==> config.mk <==
export PLATFORM = sky130hd
export DESIGN_NAME = serial_sub
export DESIGN_NICKNAME = d
export VERILOG_FILES = /design/src/rtl/serial_sub.sv
export SDC_FILE = /design/constraint.sdc
export NUM_CORES = 1
export LEC_CHECK = 0
export CAP_MARGIN = 10
export CORE_ASPECT_RATIO = 1.2
export CORE_MARGIN = 2
export CORE_UTILIZATION = 51
export CTS_CLUSTER_DIAMETER = 50
export DETAILED_ROUTE_END_ITERATION = 6
export GPL_TIMING_DRIVEN = 1
export PLACE_DENSITY = 0.8
export RECOVER_POWER = 50
export REMOVE_ABC_BUFFERS = 1
export SYNTH_ARGS = -nofsm -noshare
export SYNTH_HDL_FRONTEND = slang
export SYNTH_SLANG_ARGS = --single-unit
==> constraint.sdc <==
create_clock -name clk -period 4.7 [get_ports clk]
set_input_delay 0.94 -clock clk [delete_from_list [all_inputs] [get_ports clk]]
set_output_delay 0.94 -clock clk [all_outputs]
set_load 0.005 [all_outputs]
==> src/rtl/serial_sub.sv <==
// Multi-cycle unsigned subtractor: computes input1 - input2 K bits per clock,
// LSB chunk first, with the borrow carried between cycles; result is {borrow, diff}.
module serial_sub #(
    parameter int N = 50,
    parameter int K = 10
) (
    input  logic         clk,
    input  logic         reset_n,
    input  logic         in_valid,
    output logic         in_ready,
    input  logic [N-1:0] input1,
    input  logic [N-1:0] input2,
    output logic         out_valid,
    input  logic         out_ready,
    output logic [N:0]   result
);

    localparam int NC = N / K;
    localparam int CW = (NC > 1) ? $clog2(NC) : 1;

    typedef enum logic [1:0] {
        IDLE = 2'd0,
        RUN  = 2'd1,
        DONE = 2'd2
    } state_t;

    state_t         state_reg;
    state_t         state_next;
    logic [N-1:0]   a_reg;
    logic [N-1:0]   b_reg;
    logic [CW-1:0]  cnt_reg;
    logic           borrow_reg;
    logic [N-1:0]   diff_reg;
    logic           bout_reg;

    logic [K-1:0]   a_chunk_arr [NC];
    logic [K-1:0]   b_chunk_arr [NC];
    logic [K-1:0]   a_chunk;
    logic [K-1:0]   b_chunk;
    logic [K:0]     sub_full;
    logic           last_chunk;
    logic           accept;

    // Slice the latched operands into per-chunk views so the active chunk is a plain mux.
    generate
        for (genvar gi = 0; gi < NC; gi++) begin : g_chunk
            assign a_chunk_arr[gi] = a_reg[gi*K +: K];
            assign b_chunk_arr[gi] = b_reg[gi*K +: K];
        end
    endgenerate

    assign a_chunk    = a_chunk_arr[cnt_reg];
    assign b_chunk    = b_chunk_arr[cnt_reg];
    // The extra MSB of the K+1-bit difference is the borrow out of this chunk.
    assign sub_full   = {1'b0, a_chunk} - {1'b0, b_chunk} - {{K{1'b0}}, borrow_reg};
    assign last_chunk = (cnt_reg == CW'(NC - 1));
    assign accept     = in_valid && (state_reg == IDLE);

    assign in_ready   = (state_reg == IDLE);
    assign out_valid  = (state_reg == DONE);
    assign result     = {bout_reg, diff_reg};

    always_ff @(posedge clk or negedge reset_n) begin
        if (!reset_n) begin
            state_reg <= IDLE;
        end else begin
            state_reg <= state_next;
        end
    end

    always_comb begin
        state_next = state_reg;
        case (state_reg)
            IDLE:    if (in_valid)   state_next = RUN;
            RUN:     if (last_chunk) state_next = DONE;
            DONE:    if (out_ready)  state_next = IDLE;
            default: state_next = IDLE;
        endcase
    end

    always_ff @(posedge clk or negedge reset_n) begin
        if (!reset_n) begin
            a_reg      <= '0;
            b_reg      <= '0;
            cnt_reg    <= '0;
            borrow_reg <= 1'b0;
            diff_reg   <= '0;
            bout_reg   <= 1'b0;
        end else if (accept) begin
            a_reg      <= input1;
            b_reg      <= input2;
            cnt_reg    <= '0;
            borrow_reg <= 1'b0;
        end else if (state_reg == RUN) begin
            borrow_reg <= sub_full[K];
            cnt_reg    <= last_chunk ? '0 : cnt_reg + CW'(1);
            for (int i = 0; i < NC; i++) begin
                if (cnt_reg == CW'(i)) begin
                    diff_reg[i*K +: K] <= sub_full[K-1:0];
                end
            end
            if (last_chunk) begin
                bout_reg <= sub_full[K];
            end
        end
    end

endmodule

==> results.sh, run 1 <==
export IMPL_syn_instance_count=618
export IMPL_worstMarginPinSlew_ns=2.38
export IMPL_crit_path_max_fanout=20
export IMPL_fmax_mhz=243
export IMPL_critical_path_arrival_ns=4.38
export IMPL_cell_at_the_root_of_the_clock_tree="sky130_fd_sc_hd__clkbuf_16"
export IMPL_placementRows=47
export IMPL_synth_enable_flop_cells=0
export IMPL_end_kind="flip-flop"
export IMPL_postRouteAntennaNets=0
export IMPL_gp_congestion=0.805
export IMPL_timing_hold_violations_final=0
export IMPL_route_detailed_wl_per_inst_um=17.8
export IMPL_floorplan_core_area_um2=13800
export IMPL_slew_headroom_pct=-58.5
export IMPL_highest_signal_layer="met4"
export IMPL_post_cts_setup_buffer_count=0
export IMPL_yosysSeqAreaShare_pct=54.2
export IMPL_origin_of_the_critical_flop_to_flop_path="cnt_reg[1]"
export IMPL_ys_dominant_reg_cell="sky130_fd_sc_hd__dfrtp_1"
export IMPL_clock_latency_ns=0.42
export IMPL_number_of_warnings_reported_in_the_yosys_synthesis_log=0
export IMPL_start_point_of_the_critical_path="cnt_reg[1]"
export IMPL_ioPinCount=157
export IMPL_grt_pass1_wl_mm=27.8
export IMPL_synth_top_cell_area_share_pct=54.2
export IMPL_vias_in_the_first_global_route=5463
export IMPL_cap_viol_max_count=2
export IMPL_tritoncts="yes"
export IMPL_nets=893
export IMPL_fp_dieW_um=113
export IMPL_postRouteWirelength_mm=16.9
export IMPL_report_final_setup_viol=0
export IMPL_synth_area_per_cell_um2=11.7
export IMPL_post_synth_most_frequent_cells="sky130_fd_sc_hd__dfrtp_1 (157), sky130_fd_sc_hd__mux2_2 (100), sky130_fd_sc_hd__nand2_1 (73)"
export IMPL_htree_num_levels=4
export IMPL_hold_class="reg -> reg"
export IMPL_met1_length_mm=6.86
export IMPL_fraction_of_final_layout_cells_with_drive_strength_greater_than_1_pct=19.4
export IMPL_timing_final_crit_share_pct=87.7
export IMPL_place_port_buffers=156
export IMPL_violations_in_the_final_reports="max-capacitance violations, max-slew violations"
export IMPL_drc_errors=0
export IMPL_initial_core_util_pct=52.5
export IMPL_post_synth_num_cell_types=45
export IMPL_detailed_place_hpwl_mm=12.1
export IMPL_tritoncts_num_buffers=17
export IMPL_number_of_antenna_violations_at_the_first_check_in_global_routing=0
export IMPL_netlist_top_cell_by_area="sky130_fd_sc_hd__dfrtp_1"
export IMPL_critical_path_required_ns=4.96
export IMPL_postSynth_asyncResetShare_pct=100
export IMPL_grt_setup_unrepaired="false"
export IMPL_route_met3_wl_um=843
export IMPL_crit_path_start_kind="flip-flop"
export IMPL_clkTransAtPathRegs_ns=0.06
export IMPL_fin_setup_tns_ns=0
export IMPL_worst_hold_startpoint="diff_reg[26]"
export IMPL_cts_resized=0
export IMPL_clockBufferDepth=2
export IMPL_detailroute_via_count=5210
export IMPL_grtUsageTotal_pct=23.2
export IMPL_detail_route_vias_per_cell=5.48
export IMPL_synth_area_um2=7250
export IMPL_wl_met2_mm=8.91
export IMPL_floorplan_die_area_um2=15200
export IMPL_synth_seq_cells=157
export IMPL_final_max_slew_violation_count=150
export IMPL_number_of_iterations_in_the_first_detailed_routing_pass=4
export IMPL_grt_start_max_net_pins=96
export IMPL_grt_overflow_total=0
export IMPL_cts_hold_buf=0
export IMPL_fin_crit_ns=4.12
export IMPL_yosys_top_cells_area="sky130_fd_sc_hd__dfrtp_1 (54%), sky130_fd_sc_hd__mux2_2 (16%), sky130_fd_sc_hd__mux2i_1 (4.8%)"
export IMPL_yosys_cell_count_top_type="sky130_fd_sc_hd__dfrtp_1"
export IMPL_critical_path_class="reg -> reg"
export IMPL_area_growth_pct=31.2
export IMPL_status="finished, violations left"
export IMPL_filler_cell_count=997
export IMPL_antennaDiodeCount=0
export IMPL_drt_iter0_drc=347
export IMPL_die_height_um=135
export IMPL_hold_ws_ns=0.476
export IMPL_clock_skew_ns=0.00815
export IMPL_numClockSinks=157
[metal layers]
metal / vias to the layer above / track usage [%]
li1: 2436 / -
met1: 2591 / 29.4
met2: 164 / 40.9
met3: 19 / 4.17
met4: 0 / 6.37
met5: - / 0
[layout by cell type (no fill, tap or decap), types with 3 or more instances in the layout]
cell / netlist / layout
sky130_fd_sc_hd__clkinvlp_4: 0 / 5
sky130_fd_sc_hd__ha_1: 21 / 21
sky130_fd_sc_hd__dfrtp_1: 157 / 156
sky130_fd_sc_hd__a21oi_1: 25 / 25
sky130_fd_sc_hd__mux2_2: 100 / 100
sky130_fd_sc_hd__nand2b_1: 3 / 3
sky130_fd_sc_hd__clkbuf_1: 17 / 4
sky130_fd_sc_hd__dlygate4sd3_1: 0 / 17
sky130_fd_sc_hd__buf_4: 1 / 6
sky130_fd_sc_hd__o22ai_1: 10 / 10
sky130_fd_sc_hd__nand2_1: 73 / 73
sky130_fd_sc_hd__a21oi_2: 3 / 3
sky130_fd_sc_hd__mux2i_1: 35 / 35
sky130_fd_sc_hd__clkdlybuf4s50_1: 0 / 138
sky130_fd_sc_hd__o21ai_1: 10 / 10
sky130_fd_sc_hd__inv_1: 22 / 22
sky130_fd_sc_hd__clkbuf_16: 0 / 17
sky130_fd_sc_hd__nor2_1: 24 / 24
sky130_fd_sc_hd__xor2_1: 4 / 4
sky130_fd_sc_hd__inv_6: 0 / 3
sky130_fd_sc_hd__nand3_1: 4 / 4
sky130_fd_sc_hd__o21ai_0: 54 / 54
[critical path, cell delays in order (launching register included)]
cell	delay [ns]
sky130_fd_sc_hd__dfrtp_1	0.32
sky130_fd_sc_hd__clkbuf_1	0.80
sky130_fd_sc_hd__nand2_1	0.16
sky130_fd_sc_hd__buf_4	0.26
sky130_fd_sc_hd__nor2_1	0.11
sky130_fd_sc_hd__a21oi_1	0.06
sky130_fd_sc_hd__fa_1	0.43
sky130_fd_sc_hd__fa_1	0.44
sky130_fd_sc_hd__a21boi_0	0.33
sky130_fd_sc_hd__o22ai_2	0.19
sky130_fd_sc_hd__a21oi_1	0.18
sky130_fd_sc_hd__nor3b_1	0.07
sky130_fd_sc_hd__nor3_1	0.43
sky130_fd_sc_hd__o21ai_0	0.18
[kinds of logic (layout without fill, tap and decap cells)]
family	Yosys count	in the layout	synth area share, %
multiplexers	138	138	21.2
AO/OA/AOI/OAI	114	114	8.79
adder cells (fa/ha/maj)	23	23	4.18
AND/OR/NAND/NOR	119	119	6.99
flip-flops	157	157	54.2
XOR/XNOR	8	8	1.17
buffers and inverters	59	220	3.49
[final cells by class]
cell class,count,area (µm²),area share (%)
Clock buffer,21,460,4.84
Multi-Input combinational cell,402,3070,32.3
Inverter,23,86.3,0.908
Timing Repair Buffer,165,1610,17.0
Sequential cell,157,3930,41.3
Tap cell,171,214,2.25
Clock inverter,11,133,1.39
[final timing paths]
kind | to | depth (start not counted) | slack [ns]
worst min register to register | diff_reg[26] | 2 | 0.48
max in group asynchronous | a_reg[8] | 2 | 1.21
worst min-delay path | diff_reg[26] | 2 | 0.48
min in group asynchronous | b_reg[23] | 1 | 1.22
worst max-delay path | diff_reg[8] | 13 | 0.58
worst max register to register | diff_reg[8] | 13 | 0.58
[metrics by stage]
step                utilization (%)  instances  setup slack (ns)  instance area (µm²)
floorplan                         -        582             0.406                 7080
global placement               64.6        918              1.02                 8930
detailed placement             64.6        918             0.875                 8930
CTS                            68.9        950             0.801                 9530
global route                   68.8        950             0.215                 9510
finish                         68.8        950             0.577                 9510
Power of run 1 is not shown: default switching activity piles up to over one toggle a cycle in this logic, so the estimate is an artifact.
==> inputs of run 2 (changes only) <==
- clock period: 4.7 -> 4.4 ns (I/O delays scaled with it)
==> results.sh, run 2 (synthesized netlist as in run 1, its figures left out) <==
export IMPL_status="finished, violations left"
export IMPL_violations_in_the_final_reports="max-capacitance violations, max-slew violations"
export IMPL_grtUsageTotal_pct=22.9
export IMPL_end_kind="flip-flop"
export IMPL_layout_common_cells="sky130_fd_sc_hd__dfrtp_1 (156), sky130_fd_sc_hd__clkdlybuf4s50_1 (152), sky130_fd_sc_hd__mux2_2 (100)"
export IMPL_mostFrequentLayoutCell="sky130_fd_sc_hd__dfrtp_1"
export IMPL_number_of_iterations_in_the_first_detailed_routing_pass=5
export IMPL_critPathSlowestCell="sky130_fd_sc_hd__and2_1"
export IMPL_timing_critical_path_max_delay_family="simple AND/OR/NAND/NOR gates"
export IMPL_worstPathBufferInverterCount=2
export IMPL_floorplan_core_area_um2=13800
export IMPL_critical_path_class="in -> reg"
export IMPL_slew_headroom_pct=-70.8
export IMPL_detailedPlace_worstSlack_ns=0.720
export IMPL_worstMarginPinSlew_ns=2.56
export IMPL_tritoncts="yes"
export IMPL_critical_path_required_ns=4.70
export IMPL_drt_iter0_drc=309
export IMPL_area_growth_pct=31.6
export IMPL_critical_path_arrival_ns=4.05
export IMPL_cell_at_the_root_of_the_clock_tree="sky130_fd_sc_hd__clkbuf_16"
export IMPL_grt_overflow_total=0
export IMPL_detailed_place_hpwl_mm=12.2
export IMPL_postRouteWirelength_mm=16.9
export IMPL_clock_skew_ns=0.00956
export IMPL_grt_pass1_wl_mm=27.3
export IMPL_timing_hold_violations_final=0
export IMPL_numClockSinks=157
export IMPL_clockBufferDepth=2
export IMPL_setup_ws_ns=0.657
export IMPL_fraction_of_final_layout_cells_with_drive_strength_greater_than_1_pct=19.8
export IMPL_fmax_mhz=267
export IMPL_drc_errors=0
export IMPL_cap_viol_max_count=2
export IMPL_htree_num_levels=4
export IMPL_place_port_buffers=156
export IMPL_tritoncts_num_buffers=17
export IMPL_fp_dieW_um=113
export IMPL_die_height_um=135
export IMPL_gp_congestion=0.857
export IMPL_nets=893
export IMPL_post_cts_setup_buffer_count=0
export IMPL_clock_latency_ns=0.42
export IMPL_crit_path_start_kind="primary input"
export IMPL_cts_hold_buf=0
export IMPL_grt_start_max_net_pins=106
export IMPL_detailroute_via_count=5192
export IMPL_critical_path_max_stage_delay_ns=1.85
export IMPL_placementRows=47
export IMPL_crit_path_max_fanout=57
export IMPL_antennaDiodeCount=0
export IMPL_final_max_slew_violation_count=163
export IMPL_hold_class="reg -> reg"
export IMPL_grt_setup_unrepaired="false"
export IMPL_report_final_setup_viol=0
export IMPL_vias_in_the_first_global_route=5434
export IMPL_fin_setup_tns_ns=0
export IMPL_floorplan_die_area_um2=15200
export IMPL_ioPinCount=157
export IMPL_route_detailed_wl_per_inst_um=17.8
export IMPL_timing_final_crit_share_pct=85.1
export IMPL_number_of_antenna_violations_at_the_first_check_in_global_routing=0
export IMPL_cts_resized=0
export IMPL_postRouteAntennaNets=0
export IMPL_clkTransAtPathRegs_ns=0.06
export IMPL_fin_crit_ns=3.74
export IMPL_detail_route_vias_per_cell=5.47
export IMPL_initial_core_util_pct=52.5
export IMPL_cp_cell_sequence="dlygate4sd3_1, and2_1, buf_12, mux2_2"
run 2: changes by cell type in the layout (fill, tap and decap cells not counted):
cell	before	now
sky130_fd_sc_hd__clkinv_2	0	3
sky130_fd_sc_hd__clkbuf_2	2	3
sky130_fd_sc_hd__inv_6	3	2
sky130_fd_sc_hd__clkinv_4	1	3
sky130_fd_sc_hd__dlygate4sd3_1	17	3
sky130_fd_sc_hd__clkdlybuf4s50_1	138	152
sky130_fd_sc_hd__clkbuf_8	2	1
sky130_fd_sc_hd__clkbuf_1	4	1
sky130_fd_sc_hd__bufinv_16	2	3
sky130_fd_sc_hd__clkinvlp_4	5	2
sky130_fd_sc_hd__buf_12	0	1
run 2: final timing paths:
path,start,to,slack [ns],cells after the start
max in group asynchronous,reset_n,diff_reg[46],1.36,2
hold reg to reg,diff_reg[2],diff_reg[2],0.48,2
setup / recovery,in_valid,a_reg[19],0.66,4
setup reg to reg,cnt_reg[0],diff_reg[38],0.68,12
hold / removal,diff_reg[2],diff_reg[2],0.48,2
min in group asynchronous,reset_n,a_reg[30],1.25,1
run 2: per-stage QoR:
stage / instances / hold slack [ns] / cell area (µm²) / utilization [%]
after floorplan: 582 / 0.473 / 7080 / -
after global placement: 918 / 0.462 / 8950 / 64.7
after detailed placement: 918 / 0.477 / 8950 / 64.7
after CTS: 950 / 0.491 / 9550 / 69.1
after global routing: 950 / 0.504 / 9540 / 69.0
final: 950 / 0.484 / 9540 / 69.0
run 2: final cells by class:
class                      count  area [µm²]
fill                         964        4280
sequential                   157        3930
multi-input combinational    402        3070
timing repair buffer         165        1630
clock buffer                  19         443
tap                          171         214
clock inverter                13         164
inverter                      23        86.3
run 2: tightest hold or removal path, cell delays in order (launching register included):
cell and delay [ns]:
sky130_fd_sc_hd__dfrtp_1 0.34, sky130_fd_sc_hd__nand2_1 0.05, sky130_fd_sc_hd__o21ai_0 0.06
run 2: layer usage:
| layer | vias to the layer above | global-route usage, % | part of all wire [%] |
|---|---|---|---|
| met1 | 2560 | 28.2 | 41 |
| met4 | 0 | 8.60 | 1.9 |
| li1 | 2441 | - | - |
| met2 | 164 | 40.3 | 53 |
| met3 | 27 | 4.31 | 4.3 |
| met5 | - | 0 | 0 |
Power of run 2 is left out for the same reason.
==> inputs of run 3 (changes only) <==
- REMOVE_ABC_BUFFERS: 1 -> unset
==> results.sh, run 3 (synthesized netlist as in run 1, its figures left out) <==
export IMPL_antennaDiodeCount=0
export IMPL_clock_latency_ns=0.42
export IMPL_status="finished, violations left"
export IMPL_placementRows=47
export IMPL_layout_common_cells="sky130_fd_sc_hd__dfrtp_1 (156), sky130_fd_sc_hd__clkdlybuf4s50_1 (133), sky130_fd_sc_hd__mux2_2 (100)"
export IMPL_mostFrequentLayoutCell="sky130_fd_sc_hd__dfrtp_1"
export IMPL_die_height_um=135
export IMPL_grt_overflow_total=0
export IMPL_worstMarginPinSlew_ns=2.66
export IMPL_numClockSinks=157
export IMPL_gp_congestion=0.931
export IMPL_place_port_buffers=156
export IMPL_area_growth_pct=31.0
export IMPL_cts_hold_buf=0
export IMPL_hold_class="reg -> reg"
export IMPL_critical_path_arrival_ns=4.04
export IMPL_clock_skew_ns=0.0111
export IMPL_fraction_of_final_layout_cells_with_drive_strength_greater_than_1_pct=19.4
export IMPL_postRouteAntennaNets=0
export IMPL_initial_core_util_pct=52.5
export IMPL_htree_num_levels=4
export IMPL_route_detailed_wl_per_inst_um=18.9
export IMPL_floorplan_core_area_um2=13800
export IMPL_drt_iter0_drc=306
export IMPL_crit_path_start_kind="flip-flop"
export IMPL_vias_in_the_first_global_route=5590
export IMPL_detailroute_via_count=5287
export IMPL_clockBufferDepth=2
export IMPL_tritoncts="yes"
export IMPL_floorplan_die_area_um2=15200
export IMPL_tritoncts_num_buffers=17
export IMPL_report_final_setup_viol=0
export IMPL_fin_setup_tns_ns=0
export IMPL_detail_route_vias_per_cell=5.57
export IMPL_crit_path_max_fanout=44
export IMPL_grt_pass1_wl_mm=28.8
export IMPL_cts_resized=0
export IMPL_end_kind="flip-flop"
export IMPL_detailed_place_hpwl_mm=13.5
export IMPL_utilization_pct=68.7
export IMPL_syn_nets=745
export IMPL_number_of_antenna_violations_at_the_first_check_in_global_routing=0
export IMPL_number_of_iterations_in_the_first_detailed_routing_pass=5
export IMPL_grtUsageTotal_pct=24.4
export IMPL_post_cts_setup_buffer_count=0
export IMPL_grt_start_max_net_pins=109
export IMPL_postRouteWirelength_mm=17.9
export IMPL_ioPinCount=157
export IMPL_critical_path_class="reg -> reg"
export IMPL_slew_headroom_pct=-77.6
export IMPL_timing_hold_violations_final=0
export IMPL_cap_viol_max_count=1
export IMPL_clkTransAtPathRegs_ns=0.06
export IMPL_fp_dieW_um=113
export IMPL_cell_at_the_root_of_the_clock_tree="sky130_fd_sc_hd__clkbuf_16"
export IMPL_final_max_slew_violation_count=109
export IMPL_critical_path_required_ns=4.67
export IMPL_grt_setup_unrepaired="false"
export IMPL_drc_errors=0
export IMPL_fin_crit_ns=3.77
export IMPL_fmax_mhz=265
export IMPL_violations_in_the_final_reports="max-capacitance violations, max-slew violations"
export IMPL_nets=893
export IMPL_timing_final_crit_share_pct=85.7
-- run 3: cell count changes in the layout (fill, tap and decap cells not counted), moves of 2 or more --
cell / change
sky130_fd_sc_hd__clkdlybuf4s50_1: -19
sky130_fd_sc_hd__clkinvlp_4: +4
sky130_fd_sc_hd__clkinv_2: -3
sky130_fd_sc_hd__dlygate4sd3_1: +19
sky130_fd_sc_hd__clkbuf_1: +3
sky130_fd_sc_hd__bufinv_16: -2
-- run 3: final timing paths --
| kind | from | depth (start not counted) | endpoint | slack (ns) |
|---|---|---|---|---|
| hold / removal | diff_reg[11] | 2 | diff_reg[11] | 0.48 |
| min in group asynchronous | reset_n | 1 | diff_reg[43] | 1.25 |
| max in group asynchronous | reset_n | 2 | a_reg[3] | 1.05 |
| hold reg to reg | diff_reg[11] | 2 | diff_reg[11] | 0.48 |
| setup / recovery | cnt_reg[0] | 13 | diff_reg[38] | 0.63 |
| setup reg to reg | cnt_reg[0] | 13 | diff_reg[38] | 0.63 |
-- run 3: routing by layer --
metal	part of all wire (%)	routed length (µm)	global-route usage [%]	vias to the layer above
li1	-	-	-	2442
met1	40	7240	30.3	2589
met2	50	9010	41.1	212
met3	5.5	992	4.71	44
met4	3.8	678	11.8	0
met5	0	0	0	-
-- run 3: layout make-up --
type / count / area [µm²]
fillers: 972 / 4320
flip-flops and latches: 157 / 3930
repair buffers: 165 / 1630
inverters: 23 / 86.3
clock inverters: 11 / 110
clock buffers: 21 / 460
well taps: 171 / 214
multi-input cells: 402 / 3070
-- run 3: per-stage QoR --
step           instance area (µm²)  instances  worst slack [ns]  hold WS, ns
2_1_floorplan                 7250        618             0.983        0.451
6_report                      9500        950             0.628        0.477
3_5_place_dp                  8940        918             0.691        0.471
5_1_grt                       9500        950             0.291        0.506
4_1_cts                       9510        950             0.663        0.484
3_3_place_gp                  8940        918             0.876        0.461
-- run 3: worst max-delay path, cell delays in order (launching register included) --
cell and delay [ns]:
sky130_fd_sc_hd__dfrtp_2 0.35, sky130_fd_sc_hd__buf_4 0.47, sky130_fd_sc_hd__mux4_2 0.59, sky130_fd_sc_hd__nand2_1 0.09
sky130_fd_sc_hd__nand2_1 0.06, sky130_fd_sc_hd__ha_1 0.28, sky130_fd_sc_hd__inv_1 0.04, sky130_fd_sc_hd__ha_1 0.34
sky130_fd_sc_hd__a21boi_0 0.30, sky130_fd_sc_hd__o22ai_2 0.19, sky130_fd_sc_hd__a21oi_1 0.23, sky130_fd_sc_hd__nor3b_1 0.08
sky130_fd_sc_hd__nor3_1 0.42, sky130_fd_sc_hd__o21ai_0 0.17
Power of run 3 is left out for the same reason.
